**src/rtl/dmem_arbiter.sv**
```systemverilog
// Two-port arbiter (CPU priority, DMA anti-starvation) for a single-port data RAM with a 1-cycle registered read.
// Optional grant statistics are compiled in with `define DMEM_ARB_STATS_EN.
`timescale 1ns/1ps

module dmem_arbiter #(
    parameter int ADDR_W       = 8,
    parameter int DATA_W       = 16,
    parameter int STARVE_LIMIT = 4   // 1..15
) (
    input  logic              Clk,
    input  logic              Reset,

    input  logic              cpu_req,
    input  logic              cpu_wr,
    input  logic [ADDR_W-1:0] cpu_addr,
    input  logic [DATA_W-1:0] cpu_wdata,
    output logic              cpu_ack,
    output logic [DATA_W-1:0] cpu_rdata,

    input  logic              dma_req,
    input  logic              dma_wr,
    input  logic [ADDR_W-1:0] dma_addr,
    input  logic [DATA_W-1:0] dma_wdata,
    output logic              dma_ack,
    output logic [DATA_W-1:0] dma_rdata,

    output logic [ADDR_W-1:0] mem_addr,
    output logic              mem_wr,
    output logic [DATA_W-1:0] mem_wdata,
    input  logic [DATA_W-1:0] mem_rdata,

    output logic              busy,
    output logic              grant_dma,
    output logic [15:0]       stats_cpu,
    output logic [15:0]       stats_dma
);

    localparam logic [1:0] ST_IDLE  = 2'd0;
    localparam logic [1:0] ST_ISSUE = 2'd1;
    localparam logic [1:0] ST_ACK   = 2'd2;

    localparam logic [3:0] STARVE_MAX = 4'(STARVE_LIMIT);

    logic [1:0]        state_q,      state_d;
    logic              grant_dma_q,  grant_dma_d;
    logic [ADDR_W-1:0] mem_addr_q,   mem_addr_d;
    logic              mem_wr_q,     mem_wr_d;
    logic [DATA_W-1:0] mem_wdata_q,  mem_wdata_d;
    logic [3:0]        starve_cnt_q, starve_cnt_d;

    logic grant_go;
    logic grant_to_dma;
    logic starved;

    assign starved = (starve_cnt_q == STARVE_MAX);

    // Grant decision: from IDLE both ports compete; from ACK only the non-owner may be handed the RAM.
    always_comb begin
        state_d      = state_q;
        grant_go     = 1'b0;
        grant_to_dma = 1'b0;
        case (state_q)
            ST_IDLE: begin
                if (cpu_req || dma_req) begin
                    grant_go     = 1'b1;
                    grant_to_dma = dma_req && (!cpu_req || starved);
                end
            end
            ST_ISSUE: begin
                state_d = ST_ACK;
            end
            ST_ACK: begin
                if (grant_dma_q ? cpu_req : dma_req) begin
                    grant_go     = 1'b1;
                    grant_to_dma = !grant_dma_q;
                end else begin
                    state_d = ST_IDLE;
                end
            end
            default: begin
                state_d = ST_IDLE;
            end
        endcase
        if (grant_go) begin
            state_d = ST_ISSUE;
        end
    end

    always_comb begin
        grant_dma_d = grant_dma_q;
        mem_addr_d  = mem_addr_q;
        mem_wdata_d = mem_wdata_q;
        mem_wr_d    = 1'b0;
        if (grant_go) begin
            grant_dma_d = grant_to_dma;
            mem_addr_d  = grant_to_dma ? dma_addr  : cpu_addr;
            mem_wdata_d = grant_to_dma ? dma_wdata : cpu_wdata;
            mem_wr_d    = grant_to_dma ? dma_wr    : cpu_wr;
        end
    end

    // Counts CPU wins while the DMA is asking; any DMA win resets it.
    always_comb begin
        starve_cnt_d = starve_cnt_q;
        if (grant_go && grant_to_dma) begin
            starve_cnt_d = 4'd0;
        end else if (grant_go && dma_req && (starve_cnt_q < STARVE_MAX)) begin
            starve_cnt_d = starve_cnt_q + 4'd1;
        end
    end

    always_ff @(posedge Clk or negedge Reset) begin
        if (!Reset) begin
            state_q      <= ST_IDLE;
            grant_dma_q  <= 1'b0;
            mem_addr_q   <= '0;
            mem_wr_q     <= 1'b0;
            mem_wdata_q  <= '0;
            starve_cnt_q <= 4'd0;
        end else begin
            state_q      <= state_d;
            grant_dma_q  <= grant_dma_d;
            mem_addr_q   <= mem_addr_d;
            mem_wr_q     <= mem_wr_d;
            mem_wdata_q  <= mem_wdata_d;
            starve_cnt_q <= starve_cnt_d;
        end
    end

    assign mem_addr  = mem_addr_q;
    assign mem_wr    = mem_wr_q;
    assign mem_wdata = mem_wdata_q;
    assign busy      = (state_q != ST_IDLE);
    assign grant_dma = grant_dma_q;

    // Read data comes straight from the RAM; it is only meaningful while the matching ack is high.
    assign cpu_ack   = (state_q == ST_ACK) && !grant_dma_q;
    assign dma_ack   = (state_q == ST_ACK) &&  grant_dma_q;
    assign cpu_rdata = mem_rdata;
    assign dma_rdata = mem_rdata;

`ifdef DMEM_ARB_STATS_EN
    logic [15:0] stats_cpu_q;
    logic [15:0] stats_dma_q;

    always_ff @(posedge Clk or negedge Reset) begin
        if (!Reset) begin
            stats_cpu_q <= 16'h0000;
            stats_dma_q <= 16'h0000;
        end else begin
            if (grant_go && !grant_to_dma && (stats_cpu_q != 16'hFFFF)) begin
                stats_cpu_q <= stats_cpu_q + 16'h0001;
            end
            if (grant_go && grant_to_dma && (stats_dma_q != 16'hFFFF)) begin
                stats_dma_q <= stats_dma_q + 16'h0001;
            end
        end
    end

    assign stats_cpu = stats_cpu_q;
    assign stats_dma = stats_dma_q;
`else
    assign stats_cpu = 16'h0000;
    assign stats_dma = 16'h0000;
`endif

endmodule

```
**config.mk**
```make
export PLATFORM = sky130hd
export DESIGN_NAME = dmem_arbiter
export DESIGN_NICKNAME = d
export VERILOG_FILES = /design/src/rtl/dmem_arbiter.sv
export SDC_FILE = /design/constraint.sdc
export NUM_CORES = 1
export LEC_CHECK = 0
export ABC_AREA = 1
export CAP_MARGIN = 20
export CORE_MARGIN = 8
export CORE_UTILIZATION = 37
export DETAILED_ROUTE_END_ITERATION = 10
export PLACE_DENSITY = 0.81
export SYNTH_ARGS = -nofsm -noshare
export SYNTH_HDL_FRONTEND = slang
export SYNTH_SLANG_ARGS = --single-unit
```
**constraint.sdc**
```tcl
create_clock -name Clk -period 1.6 [get_ports Clk]
set_clock_uncertainty 0.15 [all_clocks]
set_input_delay 0.24 -clock Clk [delete_from_list [all_inputs] [get_ports Clk]]
set_output_delay 0.24 -clock Clk [all_outputs]
set_load 0.03 [all_outputs]
```
Word level (Yosys, flattened, before mapping) --
Index checks and enable logic that the tools add are counted.
Operators by class: add/subtract/negate cells 1, magnitude comparators 1, eq/ne operators 5, multiplexer cells 16, reductions and logical operators 14
Operators by type and width (number):
- $mux W16 | 1
- $mux W4 | 2
- $mux W8 | 1
- $mux W1 | 7
- $logic_and A1 B1 Y1 | 6
- $pmux W2 S3 | 1
- $add A4 B1 Y4 const B | 1
- $eq A4 B3 Y1 const B | 1
- $lt A4 B3 Y1 const B | 1
- $mux W2 | 2
- $pmux W1 S2 | 2
- $reduce_bool A2 Y1 | 2
- $ne A3 B3 Y1 const B | 1
- $eq A2 B1 Y1 const B | 1
- $eq A2 B2 Y1 const B | 1
- $logic_not A1 Y1 | 2
- $logic_not A2 Y1 | 1
- $logic_or A1 B1 Y1 | 2
- $ne A2 B2 Y1 const B | 1
- $reduce_and A2 Y1 | 1
Word-level totals: flip-flop bits (word level) 32, output and inout bits 93

Longest topological paths before layout --
Gate-level depths: netlist of run 1.
depth in word-level cells 7, mapped depth 10, mapped depth without buffers 9

Worst setup path before layout of run 1 --
No wires, ideal clock.
path kind reg2reg, start point reg grant_dma_q (netlist: grant_dma), end point reg mem_addr_q[0] (netlist: mem_addr[0]), library setup time 0.117 ns, arrival time 1.257 ns, data required time 1.333 ns, setup slack 0.077 ns, stages on the path, launching flop included 10, period minus slack after synthesis 1.523 ns, cell sequence dfrtp_1 > inv_2 > nand2_2 > nand2_2 > nand2_2 > nand2_2 > buf_12 > buf_12 > nand3_2 > nand2_1
Between the ends: cells in the longest elaborated chain, start to end 4, elaborated cells between the ends (all ways) 7
RTL lines:
- start, declared | line 45 | logic grant_dma_q, grant_dma_d;
- start signal, assigned | line 122 | grant_dma_q <= grant_dma_d;
- $mux W1 or $logic_not A1 Y1 (tied branches) | line 73, 75
- $mux W1 | line 73 | if (grant_dma_q ? cpu_req : dma_req) begin
- $pmux W1 S2 | line 62 | case (state_q)
- $mux W8 | line 96 | mem_addr_d = grant_to_dma ? dma_addr : cpu_addr;
- end signal, assigned | line 123 | mem_addr_q <= mem_addr_d;
- end, declared | line 46 | logic [ADDR_W-1:0] mem_addr_q, mem_addr_d;
Several ways; a longest one is shown, not always the timed one. A chain may end at the register's enable or synchronous reset.

Final worst setup path of run 1 --
start point reg starve_cnt_q[1], end point reg mem_wdata_q[9] (netlist: mem_wdata[9])
Between the ends: cells in the longest elaborated chain, start to end 6
RTL lines:
- start, declared | line 49 | logic [3:0] starve_cnt_q, starve_cnt_d;
- start signal, assigned | line 126 | starve_cnt_q <= starve_cnt_d;
- $eq A4 B3 Y1 | line 55 | assign starved = (starve_cnt_q == STARVE_MAX);
- $logic_or A1 B1 Y1 | line 66 | grant_to_dma = dma_req && (!cpu_req || starved);
- $logic_and A1 B1 Y1 | line 66
- $mux W1 | line 64 | if (cpu_req || dma_req) begin
- $pmux W1 S2 | line 62
- $mux W16 | line 97 | mem_wdata_d = grant_to_dma ? dma_wdata : cpu_wdata;
- end signal, assigned | line 125 | mem_wdata_q <= mem_wdata_d;
- end, declared | line 48 | logic [DATA_W-1:0] mem_wdata_q, mem_wdata_d;
No other way between the ends.

==> results.toml, run 1 <==
[status]
status = "completed"

[layout]
final_common_cell = "nand2_1"
antenna_cells = 0
fillCellCount = 671
layout-drive-gt1-share_pct = 23.92
area_delta_synth_final_pct = 30.27
final_util_pct = 49.57
multiInputGateArea_sq_um = 1062
fin_area_sq_um = 3349
final_cell_mix = "nand2_1 (57), clkdlybuf4s50_1 (53), inv_1 (50), nand3_1 (35)"
regArea_sq_um = 800.8
nets = 464

[setup_path]
reg2reg_slack_ns = 0.07
worstRegToRegCells = 10
arrival_ns = 1.54
path_max_fanout = 7
crit_required_ns = 1.61
endpoint = "mem_wdata[9]"
end_kind = "register"
r2r_start = "starve_cnt_q[1]"
r2r_end = "mem_wdata[9]"
start_kind = "register"
criticalPathCategory = "register to register"
critPathLaunch = "starve_cnt_q[1]"

[cts]
cts.htree.levels = 2
clkLatencyLatePin_ns = 0.27
clk_pin_slew_ns = 0.07
clk_path_buf_depth = 2
cts_buffers = 5
cts.sinks = 32
cts_root_buffer = "clkbuf_8"
cts_tree = "done"
cts_hold_buffers = 0

[grt]
antenna_found_initial = 0
grtUsageTotal_pct = 12.51
grt_max_degree = 33
grt_pass1_vias = 2112
grt_first_pass_wirelength_mm = 10.05
grt-ovfl-total = 0

[die]
die_height_microns = 99.36
io_pins = 163
start_util_pct = 38.06
core_sq_um = 6756
die-width_microns = 99.36
rows = 30
dieArea_sq_um = 9872

[timing]
maxSlewViolCount = 0
fin_crit_sh_pct = 95.45
fmax_mhz = 654.8
setup_viol = 0
hold_viol_final = 0
fin_ws_ns = 0.07275
min_period_ns = 1.527

[yosys]
yosysSeqAreaShare_pct = 31.14
ys_ff_latch = 32
ys_top_cells_by_area = "dfrtp_1 (31%), buf_4 (20%), nand2_1 (8.3%), inv_1 (7.6%), nand3_2 (7.4%)"
ys_warn_count = 0
synth_area_leader_cell = "dfrtp_1"
synthCells = 326
synth_top_area_share_pct = 31.14
syn_area_sq_um = 2571
synth.avg_cell_area_sq_um = 7.887
synth.distinct_cells = 23

[detailed_routing]
drt_iter0_markers = 97
vias_per_cell = 4.338
num_vias = 2052
wire_per_inst_microns = 13.32
ant_nets = 0
wirelength_mm = 6.298
drc = 0
first_pass_iters = 4

[power_and_ir_drop]
combPwrFrac_pct = 65.5
power.density_nw_per_um2 = 1789
seqPwrFrac_pct = 24.0
clockPowerShare_pct = 10.5
total_power_mw = 5.993
max-vdd-ir-drop_mv = 0.6872
p_sw_mw = 2.871
p_leak_nw = 1.832
sw_frac_of_total_pct = 47.90
intPower_mw = 3.122

[placed_design]
hpwl_mm = 5.026
portBuffers = 82
post_dp_cell_area_sq_um = 3182
globalplace.congestion = 0.7374
dp_slack_ns = -0.1454

[flow_run]
maxCapViolations = 0

[min_path]
hold_path.class = "input pin to async pin"
-- how the worst min path moves through the flow --
stage	endpoint	slack [ns]	cells past startpoint
after floorplan	grant_dma	-0.21	0
after global placement	mem_wdata[7]	0.32	2
after detailed placement	mem_wdata[7]	0.32	2
after CTS	mem_wdata[1]	0.19	2
after global routing	mem_wdata[2]	0.18	2
final	mem_wdata[2]	0.18	2
-- logic make-up after synthesis --
| logic type | after synthesis | synth area share [%] |
|---|---|---|
| simple gates | 153 | 33.77 |
| buf+inv | 135 | 33.24 |
| flops | 32 | 31.14 |
| compound gates | 2 | 0.3893 |
| fa+ha+maj | 2 | 0.9731 |
| xor+xnor | 1 | 0.3407 |
| other cells | 1 | 0.1458 |
-- critical path: stages (launching register included) --
cell       delay [ns]
dfrtp_1          0.39
inv_2            0.08
ha_4             0.14
nand3_4          0.06
nand2_4          0.10
nand2_8          0.07
nand2_8          0.13
clkbuf_16        0.16
nand2_2          0.04
nand3_2          0.05
nand2_1          0.05
-- sequential cells by signal (all words and copies together), names as in the netlist --
| register | count |
|---|---|
| starve_cnt_q | 4 |
| state_q | 2 |
| grant_dma | 1 |
| mem_addr | 8 |
| mem_wdata | 16 |
| mem_wr | 1 |
-- area by class of cell --
cell class / instances / share of cell area (%)
timing repair buffer: 103 / 31.90
multi-input combinational: 190 / 31.71
sequential: 32 / 23.91
inverter: 60 / 6.799
tap: 80 / 2.988
clock buffer: 8 / 2.690
-- power groups by stage --
| stage | logic (mW) | clock network [mW] | registers, mW |
|---|---|---|---|
| after floorplan | 2.19 | 0 | 2.09 |
| after global placement | 3.89 | 0 | 1.46 |
| after detailed placement | 3.99 | 0 | 1.46 |
| after CTS | 3.77 | 0.660 | 1.44 |
| after global routing | 4.28 | 0.700 | 1.48 |
| final | 3.93 | 0.628 | 1.44 |
-- per-stage QoR --
| step | TNS [ns] | std cells | hold slack [ns] |
|---|---|---|---|
| global route | -0.008147 | 473 | 0.1839 |
| floorplan | 0 | 357 | -0.2056 |
| detailed placement | -3.751 | 460 | 0.3170 |
| CTS | 0 | 468 | 0.1866 |
| finish | 0 | 473 | 0.1800 |
| global placement | -2.864 | 460 | 0.3155 |
-- synth_stat cells (all sizes together) --
master / instances
nand2: 87
buf: 75
inv: 60
nand3: 55
dfrtp: 32
nor2: 9
ha: 2
o21ai: 2
conb: 1
nand3b: 1
nor3: 1
xor2: 1
-- layer usage --
layer / GRT usage [%] / vias up / wire [microns]
li1: - / 1009 / -
met1: 13.34 / 966 / 2487
met2: 22.06 / 73 / 3233
met3: 5.656 / 4 / 546
met4: 2.794 / 0 / 31
met5: 0 / - / 0
-- timing repair --
item | CTS | global route
buffers inserted | 0 | 3
hold endpoints to repair | 0 | 0
pin swaps | 0 | 4
cloned | 0 | 2
gates resized for setup | 27 | 8
endpoints found under the setup margin | 34 | 29
(Power assumes the default switching activity.)
==> run 2: changes to the inputs <==
--- a/config.mk
+++ b/config.mk
@@ -7,7 +7,7 @@
 export LEC_CHECK = 0
 export ABC_AREA = 1
 export CAP_MARGIN = 20
-export CORE_MARGIN = 8
+export CORE_MARGIN = 2
 export CORE_UTILIZATION = 37
 export DETAILED_ROUTE_END_ITERATION = 10
 export PLACE_DENSITY = 0.81
==> results.toml, run 2 (synthesis results as in run 1) <==
[setup_path]
critPathLaunch = "starve_cnt_q[1]"
crit_slowest_cell = "dfrtp_1"
start_kind = "register"
worstPathCellList = "inv_1, ha_2, nand3_2, nand2_4, nand2_8, nand2_8, clkbuf_16, nand2_2, nand3_2, nand2_1"
path_max_fanout = 7
worstRegToRegCells = 10
crit_required_ns = 1.62
criticalPathCategory = "register to register"
arrival_ns = 1.62
cp_slowest_stage_delay_ns = 0.40
r2r_start = "starve_cnt_q[1]"
end_kind = "register"

[placed_design]
placed_cells = 459
portBuffers = 82
globalplace.congestion = 0.7707
hpwl_mm = 4.384

[layout]
largest_register_ff_count = 16
final_cells = 471
fillCellCount = 690
final_common_cell = "clkdlybuf4s50_1"
area_delta_synth_final_pct = 30.66
multiInputGateArea_sq_um = 1105
regArea_sq_um = 800.8
layout-drive-gt1-share_pct = 26.85
final_cell_mix = "clkdlybuf4s50_1 (52), inv_1 (51), nand2_1 (50), conb_1 (32), dfrtp_1 (32)"
antenna_cells = 0
nets = 462

[power_and_ir_drop]
total_power_mw = 5.956
clockPowerShare_pct = 10.6
p_sw_mw = 2.899
sw_frac_of_total_pct = 48.66
power.density_nw_per_um2 = 1773
max-vdd-ir-drop_mv = 0.6613
combPwrFrac_pct = 65.1
seqPwrFrac_pct = 24.3
p_leak_nw = 1.860
intPower_mw = 3.058

[timing]
hold_viol_final = 0
maxSlewViolCount = 0
fin_ws_ns = -0.002152
rsz0062_at_grt = "true"
fmax_mhz = 624.2
setup_viol = 2
min_period_ns = 1.602
hold_slack_ns = 0.2933
fin_crit_sh_pct = 100.1

[detailed_routing]
ant_nets = 0
vias_per_cell = 4.348
drc = 0
first_pass_iters = 4
wire_per_inst_microns = 12.26
wirelength_mm = 5.773
drt_iter0_markers = 26
num_vias = 2048

[flow_run]
maxCapViolations = 0

[grt]
antenna_found_initial = 0
grt-ovfl-total = 0
grt_max_degree = 26
grt_pass1_vias = 2001
grtUsageTotal_pct = 14.64
grt_first_pass_wirelength_mm = 8.935

[cts]
clk_path_buf_depth = 2
clkLatencyLatePin_ns = 0.27
cts_tree = "done"
cts_buffers = 5
clk_pin_slew_ns = 0.07
cts.htree.levels = 2
cts.sinks = 32
cts_root_buffer = "clkbuf_8"

[die]
start_util_pct = 38.06
io_pins = 163
core_sq_um = 6756
die-width_microns = 87.36
die_height_microns = 87.36
rows = 30
dieArea_sq_um = 7632

[min_path]
hold_path.class = "input pin to async pin"

[status]
status = "finished with violations"
violations = "negative setup slack"
[run 2: changes by cell type in the layout (fill, tap and decap cells not counted), sizes merged]
| cell | change |
|---|---|
| buf | -1 |
| clkbuf | -3 |
| clkdlybuf4s50 | -1 |
| clkinv | +2 |
| dlygate4sd3 | +1 |
[run 2: layer usage]
| layer | share of wire (%) | routed length, microns | global-route usage [%] | vias up |
|---|---|---|---|---|
| li1 | - | - | - | 1005 |
| met1 | 40 | 2304 | 16.72 | 956 |
| met2 | 53 | 3076 | 27.41 | 76 |
| met3 | 5.8 | 334 | 3.318 | 11 |
| met4 | 0.99 | 57 | 3.357 | 0 |
| met5 | 0 | 0 | 0 | - |
[run 2: timing repair]
action / 4_1_cts / 5_1_grt
pin swaps: 0 / 11
endpoints found under the hold margin: 15 / 0
gates resized for setup: 29 / 19
setup buffers: 0 / 2
setup endpoints to repair: 49 / 25
hold buffers: 1 / 0
gates cloned: 0 / 1
[run 2: worst paths after layout]
kind	endpoint	slack, ns
max	mem_wdata[5]	-0.002
max reg2reg	mem_wdata[5]	-0.002
max in group asynchronous	starve_cnt_q[1]	0.57
min in group Clk	mem_wdata[0]	0.33
min	mem_wdata[11]	0.29
min reg2reg	mem_wdata[0]	0.33
[run 2: area by class of cell]
type | instances | share of cell area (%)
Clock buffer | 6 | 2.458
Tap cell | 80 | 2.980
Timing Repair Buffer | 101 | 30.76
Multi-Input combinational cell | 190 | 32.89
Inverter | 60 | 6.778
Sequential cell | 32 | 23.84
Clock inverter | 2 | 0.2980
[run 2: worst max-delay path, delay by kind of cell (launching register included)]
family,cells,cell delay (ns)
buf+inv,2,0.23
flops,1,0.40
simple gates,7,0.54
fa+ha+maj,1,0.17
[run 2: through the flow]
stage / util (%) / setup WS, ns / TNS [ns] / instance area (sq um)
CTS: 48.15 / 0.003667 / 0 / 3253
global placement: 46.91 / -0.1279 / -3.059 / 3169
detailed placement: 46.91 / -0.2044 / -5.027 / 3169
floorplan: - / 0.07667 / 0 / 2688
finish: 49.72 / -0.002152 / -0.003460 / 3359
global route: 49.72 / -0.08488 / -1.750 / 3359
[run 2: power by group through the flow]
| stage | registers, mW | clock network [mW] | logic [mW] |
|---|---|---|---|
| 2_1_floorplan | 2.09 | 0 | 2.19 |
| 3_3_place_gp | 1.46 | 0 | 3.81 |
| 3_5_place_dp | 1.47 | 0 | 3.93 |
| 4_1_cts | 1.45 | 0.672 | 3.72 |
| 5_1_grt | 1.50 | 0.691 | 4.21 |
| 6_report | 1.45 | 0.632 | 3.87 |
